==> src/rtl/tdc_phase_calibrator.sv <==
// Phase-calibration controller for the TDC delay line: steps the MMCM dynamic
// phase shifter until the measured bin count falls inside a window around q_nom.
module tdc_phase_calibrator #(
    parameter int Q_WIDTH        = 8,
    parameter int INIT_STEPS     = 1300,
    parameter int SETTLE_CYCLES  = 16,
    parameter int MAX_STEPS      = 4096,
    parameter int PSDONE_TIMEOUT = 1024,
    parameter int STEP_W         = 16
) (
    input  logic               clk,
    input  logic               rstn,
    input  logic               start,
    input  logic               abort,
    input  logic [Q_WIDTH-1:0] q_nom,
    input  logic [Q_WIDTH-1:0] q_tol,
    input  logic [Q_WIDTH-1:0] q_meas,
    input  logic               q_valid,
    input  logic               psdone,
    output logic               psen,
    output logic               psincdec,
    output logic               ready,
    output logic               busy,
    output logic               done,
    output logic               error,
    output logic [STEP_W-1:0]  step_count,
    output logic [3:0]         state
);

    typedef enum logic [3:0] {
        IDLE       = 4'd0,
        INIT_PS    = 4'd1,
        INIT_WAIT  = 4'd2,
        SETTLE     = 4'd3,
        MEASURE    = 4'd4,
        ADJ_PS     = 4'd5,
        ADJ_WAIT   = 4'd6,
        DONE       = 4'd7,
        FAIL       = 4'd8,
        ABORT_WAIT = 4'd9
    } state_t;

    localparam int INIT_W   = (INIT_STEPS < 1) ? 1 : $clog2(INIT_STEPS + 1);
    localparam int SETTLE_W = (SETTLE_CYCLES < 1) ? 1 : $clog2(SETTLE_CYCLES + 1);
    localparam int TO_W     = (PSDONE_TIMEOUT < 1) ? 1 : $clog2(PSDONE_TIMEOUT + 1);
    localparam logic [STEP_W-1:0] MAX_STEPS_C = STEP_W'(MAX_STEPS);

    // Window bounds are one bit wider than the operands so borrow/carry is visible.
    function automatic logic [Q_WIDTH:0] win_lo(input logic [Q_WIDTH-1:0] nom,
                                                input logic [Q_WIDTH-1:0] tol);
        logic [Q_WIDTH:0] d;
        d = {1'b0, nom} - {1'b0, tol};
        return d[Q_WIDTH] ? '0 : d;
    endfunction

    function automatic logic [Q_WIDTH:0] win_hi(input logic [Q_WIDTH-1:0] nom,
                                                input logic [Q_WIDTH-1:0] tol);
        logic [Q_WIDTH:0] s;
        s = {1'b0, nom} + {1'b0, tol};
        return s[Q_WIDTH] ? {1'b0, {Q_WIDTH{1'b1}}} : s;
    endfunction

    state_t              st;
    logic [INIT_W-1:0]   init_cnt;
    logic [SETTLE_W-1:0] settle_cnt;
    logic [TO_W-1:0]     to_cnt;
    logic [Q_WIDTH-1:0]  nom_r;
    logic [Q_WIDTH-1:0]  tol_r;
    logic [Q_WIDTH:0]    lo;
    logic [Q_WIDTH:0]    hi;
    logic [Q_WIDTH:0]    meas_x;
    logic                to_hit;

    assign lo     = win_lo(nom_r, tol_r);
    assign hi     = win_hi(nom_r, tol_r);
    assign meas_x = {1'b0, q_meas};
    assign to_hit = (int'(to_cnt) + 1 >= PSDONE_TIMEOUT);

    assign ready = (st == IDLE);
    assign busy  = ~ready;
    assign state = st;

    always_ff @(posedge clk) begin
        if (st == IDLE && start) begin
            nom_r <= q_nom;
            tol_r <= q_tol;
        end
    end

    always_ff @(posedge clk or negedge rstn) begin
        if (!rstn) begin
            st         <= IDLE;
            psen       <= 1'b0;
            psincdec   <= 1'b0;
            done       <= 1'b0;
            error      <= 1'b0;
            step_count <= '0;
            init_cnt   <= '0;
            settle_cnt <= '0;
            to_cnt     <= '0;
        end else begin
            psen <= 1'b0;
            done <= 1'b0;
            case (st)
                IDLE: begin
                    if (start) begin
                        error      <= 1'b0;
                        step_count <= '0;
                        init_cnt   <= '0;
                        settle_cnt <= '0;
                        st         <= (INIT_STEPS == 0) ? SETTLE : INIT_PS;
                    end
                end
                INIT_PS: begin
                    if (abort) begin
                        st <= IDLE;
                    end else begin
                        psen     <= 1'b1;
                        psincdec <= 1'b1;
                        to_cnt   <= '0;
                        st       <= INIT_WAIT;
                    end
                end
                INIT_WAIT: begin
                    if (psdone) begin
                        if (abort) begin
                            st <= IDLE;
                        end else begin
                            init_cnt <= init_cnt + 1'b1;
                            if (int'(init_cnt) + 1 >= INIT_STEPS) begin
                                settle_cnt <= '0;
                                st         <= SETTLE;
                            end else begin
                                st <= INIT_PS;
                            end
                        end
                    end else if (abort) begin
                        to_cnt <= to_cnt + 1'b1;
                        st     <= ABORT_WAIT;
                    end else if (to_hit) begin
                        st <= FAIL;
                    end else begin
                        to_cnt <= to_cnt + 1'b1;
                    end
                end
                SETTLE: begin
                    if (abort) begin
                        st <= IDLE;
                    end else if (int'(settle_cnt) + 1 >= SETTLE_CYCLES) begin
                        st <= MEASURE;
                    end else begin
                        settle_cnt <= settle_cnt + 1'b1;
                    end
                end
                MEASURE: begin
                    if (abort) begin
                        st <= IDLE;
                    end else if (q_valid) begin
                        if (meas_x >= lo && meas_x <= hi) begin
                            st <= DONE;
                        end else begin
                            psincdec <= (meas_x > hi) ? 1'b0 : 1'b1;
                            st       <= (step_count == MAX_STEPS_C) ? FAIL : ADJ_PS;
                        end
                    end
                end
                ADJ_PS: begin
                    if (abort) begin
                        st <= IDLE;
                    end else begin
                        psen   <= 1'b1;
                        to_cnt <= '0;
                        if (step_count != '1) step_count <= step_count + 1'b1;
                        st     <= ADJ_WAIT;
                    end
                end
                ADJ_WAIT: begin
                    if (psdone) begin
                        settle_cnt <= '0;
                        st         <= abort ? IDLE : SETTLE;
                    end else if (abort) begin
                        to_cnt <= to_cnt + 1'b1;
                        st     <= ABORT_WAIT;
                    end else if (to_hit) begin
                        st <= FAIL;
                    end else begin
                        to_cnt <= to_cnt + 1'b1;
                    end
                end
                DONE: begin
                    done <= 1'b1;
                    st   <= IDLE;
                end
                FAIL: begin
                    error <= 1'b1;
                    done  <= 1'b1;
                    st    <= IDLE;
                end
                // The MMCM forbids a new request until the outstanding step is acknowledged.
                ABORT_WAIT: begin
                    if (psdone || to_hit) begin
                        st <= IDLE;
                    end else begin
                        to_cnt <= to_cnt + 1'b1;
                    end
                end
                default: st <= IDLE;
            endcase
        end
    end

endmodule

==> config.mk <==
export PLATFORM = sky130hd
export DESIGN_NAME = tdc_phase_calibrator
export DESIGN_NICKNAME = d
export VERILOG_FILES = /design/src/rtl/tdc_phase_calibrator.sv
export SDC_FILE = /design/constraint.sdc
export NUM_CORES = 1
export LEC_CHECK = 0
export BUFFER_PORTS_ARGS = -buffer_cell sky130_fd_sc_hd__buf_4
export CORE_MARGIN = 2
export CORE_UTILIZATION = 50
export CTS_CLUSTER_SIZE = 12
export DETAILED_ROUTE_END_ITERATION = 8
export PLACE_DENSITY = 0.73
export SLEW_MARGIN = 20
export SYNTH_ARGS = -nofsm -noshare
export SYNTH_HDL_FRONTEND = slang
export SYNTH_SLANG_ARGS = --single-unit
==> constraint.sdc <==
create_clock -name clk -period 3.35 [get_ports clk]
set_input_delay 0.5025 -clock clk [delete_from_list [all_inputs] [get_ports clk]]
set_output_delay 0.5025 -clock clk [all_outputs]
set_load 0.01 [all_outputs]
==> summary.txt, run 1 <==
Floorplan
  – Die ar.: 10200 sq um
  – Die height: 101 um
  – Total core area: 9200 sq um
  – Die Wd: 101 um
  – Rows: 35
  – IO Pins: 56
  – Initial core utilization: 0.514

Drt
  – Post-route DRC violation count: 0
  – Antenna viol nets, final: 0
  – Vias per cell: 5.86
  – DRT iter0 DRCs: 239
  – DR WL/cell: 16.3 um
  – Via count: 4069
  – Drt first pass iters: 5
  – Routed WL: 11.3 mm

CTS
  – Total CTS buffers: 9
  – Hold_buf cts: 0
  – Clk root buf: clkbuf_8
  – Skew-Pair Late Insertion Delay: 0.34 ns
  – CTS tree: done
  – Clk sinks: 67
  – Clock Path Buffers: 2
  – Clk pin slew, worst setup/hold paths: 0.08 ns
  – Max H-tree Level: 3

Power and ir drop
  – Clock power share: 0.177
  – Max IR drop VDD: 0.310 mV
  – Combinational share of power: 0.537
  – Power per cell area: 691 nW/um^2
  – Sw power: 1.62 mW
  – Seq pwr share: 0.286
  – Internal power: 2.36 mW
  – P_leak: 2.57 nW
  – Switch share: 0.407

STA
  – Final hold violation count: 0
  – Slew Viols, Final: 0
  – Rel. slew slack: 0.571
  – Final setup viols: 3
  – Clock Skew: 0.00920 ns
  – FMAX: 288 MHz
  – Tmin final: 3.47 ns
  – Slew @ Worst Pin: 0.627 ns
  – RSZ-0062 raised after global routing: yes
  – Post-route clock period utilization: 1.04
  – Final WS setup: -0.120 ns

Placed design
  – Placed Area: 5240 sq um
  – # port buffers: 55
  – Final RePlAce weighted congestion: 0.873
  – Post-detail-place hpwl: 7.88 mm

Synthesis
  – Async set or reset register ratio after synthesis: 0.761
  – Synth Flop Type: dfrtp_1
  – Synth Register Bits: 67
  – Post-synth EDFFs: 16
  – Cell Area, Synth: 4720 sq um
  – Seq/Total Area, Yosys: 0.372
  – Post-Synthesis Cells: 497
  – Ys Warns: 0
  – Syn Nets: 567
  – Post-Syn Area per Cell: 9.51 sq um
  – Post-synth cell types: 74

GRT
  – Total GRT Usage: 0.228
  – Pin count of the biggest net entering global routing: 52
  – Initial antenna violation count: 0
  – Global route total overflow: 0
  – First-pass GRT wire length: 18.7 mm
  – Vias in the first global route: 3999

Run
  – Max-cap violations: 0

Setup path
  – CP Class: flop to flop
  – Startpoint Class: flop
  – Reg2reg start: nom_r[0]
  – First element of the critical path: nom_r[0]
  – Setup crit end kind: flop
  – Required @ worst endpoint: 3.59 ns
  – Arrival time worst endpoint: 3.71 ns
  – CP Max Fanout: 6

Cells and area
  – Most frequent cells in the layout: 87 x buf_4, 51 x dfrtp_1, 45 x nor2_1, 36 x nand2_1, 34 x ha_1
  – FF+latch area: 1760 sq um
  – Core Util, Final: 0.627
  – Area of the multi-input gates: 2890 sq um
  – Most common cell after layout, fill and taps aside: buf_4
  – Layout Nets: 648
  – Final Instance Area: 5760 sq um
  – Layout cells sized above 1: 0.285
  – Ant. Diodes: 0
  – Number of fill cells in the layout: 768
  – Synth-to-layout area growth: 22.0%

Outcome
  – Failing checks: negative setup slack
  – Outcome: finished with violations

Hold path
  – Min-delay worst type: input port to async pin
metal layers:
layer / share of wire / vias up / GRT usage
met5: 0 / - / 0
li1: - / 1974 / -
met4: 0.014 / 0 / 0.0821
met1: 0.44 / 1971 / 0.302
met2: 0.49 / 106 / 0.374
met3: 0.057 / 18 / 0.0442
state kept, by name (all words and copies together) (netlist names):
name	count
done	1
error	1
init_cnt	11
nom_r	8
psen	1
psincdec	1
settle_cnt	5
state	4
step_count	16
to_cnt	11
tol_r	8
logic make-up (layout without fill, tap and decap cells):
group	after synthesis	count (layout)	share of synthesized area
AO/OA/AOI/OAI	113	113	0.163
XOR/XNOR	29	29	0.0538
multiplexers	6	6	0.0162
flip-flops	67	67	0.372
buffers and inverters	44	130	0.0551
adder cells (fa/ha/maj)	40	40	0.109
AND/OR/NAND/NOR	198	198	0.231
cells in the mapped netlist, types with 5 or more instances:
cell type  instances  area [sq um]
xnor2_1            7          61.3
nor2b_1            5          31.3
edfxtp_1          16           480
nand4_1           17           106
nand2b_1           9          56.3
a31oi_1            6          37.5
nand3b_1           8          60.1
buf_2              5          25.0
inv_1             23          86.3
o21ai_0           23           115
a21oi_1           29           145
dfrtp_1           51          1280
o21ai_1            7          35.0
nor2_1            46           173
ha_1              38           475
nand3_1           19          95.1
buf_6              6          67.6
xor2_1            22           193
o21a_1             5          37.5
and4_1             5          43.8
o31ai_1            6          45.0
nor3_1            17          85.1
nand2_1           37           139
critical path, cell delays in order, from the launching register on:
cell	delay, ns
edfxtp_1	0.40
ha_2	0.22
fa_2	0.24
nand2b_4	0.07
a21oi_4	0.18
o21bai_4	0.07
a21oi_2	0.20
nor2_2	0.08
o31ai_4	0.29
nor2_1	0.10
ha_1	0.32
nor2b_1	0.14
o211ai_1	0.15
a21oi_1	0.09
o22ai_1	0.16
buf_4	0.16
nand2_1	0.05
o21a_1	0.18
a2111oi_2	0.28
worst paths after layout:
kind	to	slack, ns	cells after the start
worst min-delay path	to_cnt[5]	0.17	1
max in group asynchronous	init_cnt[9]	2.74	1
worst max register to register	state[1]	-0.12	18
worst max-delay path	state[1]	-0.12	18
worst min register to register	error	0.52	1
min in group clk	tol_r[1]	0.33	1
power groups by stage:
stage          combinational, mW  clock (mW)  sequential, mW
2_1_floorplan               1.26           0            1.08
3_3_place_gp                1.67           0            1.14
3_5_place_dp                1.72           0            1.15
4_1_cts                     1.91       0.721            1.13
5_1_grt                     2.36       0.765            1.15
6_report                    2.14       0.705            1.14
through the flow:
step           total power [mW]  hold slack [ns]  setup TNS [ns]  worst slack, ns  instances
3_5_place_dp               2.87            0.491           -1.25           -0.360        660
2_1_floorplan              2.34            0.207               0          0.00889        497
3_3_place_gp               2.81            0.494          -0.725           -0.236        660
5_1_grt                    4.28            0.219           -1.02           -0.272        694
6_report                   3.98            0.171          -0.240           -0.120        694
4_1_cts                    3.77            0.199         -0.0828          -0.0731        690
repair_timing:
item,in CTS,in global routing
endpoints found under the setup margin,5,5
cloned,0,0
setup buffers,14,4
gates resized for setup,20,24
pin swaps,14,16
final cells by class:
class,instances,share of cell area
Timing Repair Buffer,90,0.119
Inverter,24,0.0156
Clock buffer,12,0.0271
Tap cell,111,0.0241
Clock inverter,4,0.00825
Multi-Input combinational cell,386,0.501
Sequential cell,67,0.305
No activity file was read; power rests on OpenSTA's default activity.
==> inputs of run 2 (changes only) <==
--- a/config.mk
+++ b/config.mk
@@ -10,7 +10,7 @@
 export CORE_UTILIZATION = 50
 export CTS_CLUSTER_SIZE = 12
 export DETAILED_ROUTE_END_ITERATION = 8
-export PLACE_DENSITY = 0.73
+export PLACE_DENSITY = 0.8
 export SLEW_MARGIN = 20
 export SYNTH_ARGS = -nofsm -noshare
 export SYNTH_HDL_FRONTEND = slang
==> run 2 against run 1 <==
- the run still ends with negative setup slack left
- combinational power fell by 4%
- clock skew barely moved
- sequential power barely moved
- global-route usage rose by 0.078 points
- hold slack got worse by 0.0064 ns
- critical endpoint unchanged
==> summary.txt, run 2 (synthesis gave the netlist of run 1 again) <==
Setup path
  – CP Cell Sequence: ha_2 > fa_2 > nand2b_4 > a21oi_4 > o21bai_4 > a21oi_2 > nor2_2 > o31ai_4 > buf_4 > a21oi_1 > ha_1 > nand4_1 > a21oi_1 > o22ai_1 > buf_4 > nand2_1 > o21a_1 > a2111oi_2 (was ha_2 > fa_2 > nand2b_4 > a21oi_4 > o21bai_4 > a21oi_2 > nor2_2 > o31ai_4 > nor2_1 > ha_1 > nor2b_1 > o211ai_1 > a21oi_1 > o22ai_1 > buf_4 > nand2_1 > o21a_1 > a2111oi_2)
  – Reg2reg start: nom_r[0] (unchanged)
  – Required @ worst endpoint: 3.60 ns (was 3.59 ns)
  – Largest stage delay, worst path: 0.41 ns (was 0.40 ns)
  – Crit-path slowest cell: edfxtp_1 (unchanged)
  – CP Class: flop to flop (unchanged)
  – Setup crit end kind: flop (unchanged)
  – Crit Reg-Reg Endpoint: state[1] (unchanged)
  – Startpoint Class: flop (unchanged)
  – CP Max Fanout: 6 (unchanged)
  – Arrival time worst endpoint: 3.77 ns (was 3.71 ns)
  – R2R depth: 18 (unchanged)
  – Worst reg2reg setup slack: -0.17 ns (was -0.12 ns)

Cells and area
  – Most common cell after layout, fill and taps aside: buf_4 (unchanged)
  – Number of fill cells in the layout: 748 (was 768)
  – Layout cells sized above 1: 0.262 (was 0.285)
  – Ant. Diodes: 0 (unchanged)
  – Most frequent cells in the layout: 79 x buf_4, 51 x dfrtp_1, 44 x nor2_1, 36 x nand2_1, 35 x ha_1 (was 87 x buf_4, 51 x dfrtp_1, 45 x nor2_1, 36 x nand2_1, 34 x ha_1)
  – Final Instance Area: 5650 sq um (was 5760 sq um)
  – Biggest register: step_count (unchanged)
  – Layout Nets: 638 (was 648)
  – Max FFs per register: 16 (unchanged)
  – Fin cells: 684 (was 694)
  – Top flop regs: step_count: 16 flops, init_cnt: 11 flops, to_cnt: 11 flops (unchanged)
  – Synth-to-layout area growth: 19.7% (was 22.0%)

Placed design
  – Post-detail-place hpwl: 7.62 mm (was 7.88 mm)
  – # port buffers: 55 (unchanged)
  – Inst Count DP: 658 (was 660)
  – Final RePlAce weighted congestion: 0.933 (was 0.873)
  – Placed Area: 5220 sq um (was 5240 sq um)

STA
  – Fin Setup TNS: -0.506 ns (was -0.240 ns)
  – RSZ-0062 raised after global routing: yes (unchanged)
  – Final setup viols: 4 (was 3)
  – Post-route clock period utilization: 1.05 (was 1.04)
  – Rel. slew slack: 0.515 (was 0.571)
  – Slew @ Worst Pin: 0.727 ns (was 0.627 ns)
  – Clock Skew: 0.00966 ns (was 0.00920 ns)
  – Final hold violation count: 0 (unchanged)
  – Slew Viols, Final: 0 (unchanged)
  – FMAX: 284 MHz (was 288 MHz)
  – Hold slack: 0.165 ns (was 0.171 ns)
  – Final WS setup: -0.168 ns (was -0.120 ns)
  – Tmin final: 3.52 ns (was 3.47 ns)

CTS
  – Total CTS buffers: 9 (unchanged)
  – Hold_buf cts: 0 (unchanged)
  – Max H-tree Level: 3 (unchanged)
  – Clock Path Buffers: 2 (unchanged)
  – Skew-Pair Late Insertion Delay: 0.36 ns (was 0.34 ns)
  – Clk root buf: clkbuf_8 (unchanged)
  – CTS tree: done (unchanged)
  – Clk pin slew, worst setup/hold paths: 0.08 ns (about the same)
  – Clk sinks: 67 (unchanged)

GRT
  – Total GRT Usage: 0.229 (was 0.228)
  – Global route total overflow: 0 (unchanged)
  – First-pass GRT wire length: 18.5 mm (was 18.7 mm)
  – Initial antenna violation count: 0 (unchanged)
  – Met3 Track Usage GR: 0.0580 (was 0.0442)
  – Vias in the first global route: 3819 (was 3999)
  – GRT busiest layer: met2 (unchanged)
  – Met1 Use GR: 0.290 (was 0.302)
  – Met2 usage: 0.377 (was 0.374)
  – Pin count of the biggest net entering global routing: 52 (unchanged)

Floorplan
  – Die height: 101 um (unchanged)
  – Die Wd: 101 um (unchanged)
  – Rows: 35 (unchanged)
  – Total core area: 9200 sq um (unchanged)
  – Die ar.: 10200 sq um (unchanged)
  – Initial core utilization: 0.514 (unchanged)
  – IO Pins: 56 (unchanged)

Drt
  – DR WL/cell: 17.2 um (was 16.3 um)
  – Routed WL: 11.8 mm (was 11.3 mm)
  – Drt first pass iters: 4 (was 5)
  – DRT iter0 DRCs: 130 (was 239)
  – Antenna viol nets, final: 0 (unchanged)
  – Post-route DRC violation count: 0 (unchanged)
  – Via count: 4047 (was 4069)
  – Vias per cell: 5.92 (was 5.86)

Power and ir drop
  – Power per cell area: 692 nW/um^2 (was 691 nW/um^2)
  – Max IR drop VDD: 0.629 mV (was 0.310 mV)
  – P_leak: 2.52 nW (was 2.57 nW)
  – Total power: 3.91 mW (was 3.98 mW)

Outcome
  – Failing checks: negative setup slack (unchanged)
  – Outcome: finished with violations (unchanged)

Hold path
  – Min-delay worst type: input port to async pin (unchanged)

Run
  – Max-cap violations: 0 (unchanged)
[run 2: how the worst max path moves through the flow]
stage	from	slack, ns	endpoint
floorplan	tol_r[0]	0.009	state[1]
global placement	tol_r[0]	-0.19	state[1]
detailed placement	nom_r[0]	-0.26	state[1]
CTS	tol_r[0]	-0.04	state[1]
global route	nom_r[0]	-0.32	state[1]
finish	nom_r[0]	-0.17	state[1]
[run 2: power by group]
group	internal [mW]	switching [mW]	total, mW
clock network	0.369	0.336	0.704
registers	0.968	0.180	1.15
logic	0.956	1.11	2.06
total	2.29	1.62	3.91
[run 2: critical path: cells and delay by family (launching register included)]
kind / cells / cell delay, ns
AO/OA/AOI/OAI: 9 / 1.34
AND/OR/NAND/NOR: 4 / 0.44
flip-flops: 1 / 0.41
adder cells (fa/ha/maj): 3 / 0.91
buffers and inverters: 2 / 0.31
[run 2: cell type report]
type / count / area, sq um / share of cell area
sequential: 67 / 1760 / 0.311
timing repair buffer: 80 / 604 / 0.107
clock buffer: 11 / 141 / 0.0250
inverter: 24 / 90.1 / 0.0159
tap: 111 / 139 / 0.0246
clock inverter: 5 / 61.3 / 0.0108
multi-input combinational: 386 / 2860 / 0.506
[run 2: metal layers]
layer  vias to the layer above  part of all wire
met3                        28             0.052
li1                       1953                 -
met4                         0             0.026
met5                         -                 0
met1                      1950              0.42
met2                       116              0.50
[run 2: timing repair]
item                       CTS  global route
setup buffers                7             3
resized for setup           17            20
setup endpoints to repair    5             5
pin swaps                   15            24
[run 2: through the flow]
stage	util	worst slack [ns]
3_5_place_dp	0.568	-0.258
4_1_cts	0.602	-0.0433
6_report	0.615	-0.168
5_1_grt	0.615	-0.325
3_3_place_gp	0.568	-0.187
2_1_floorplan	-	0.00889
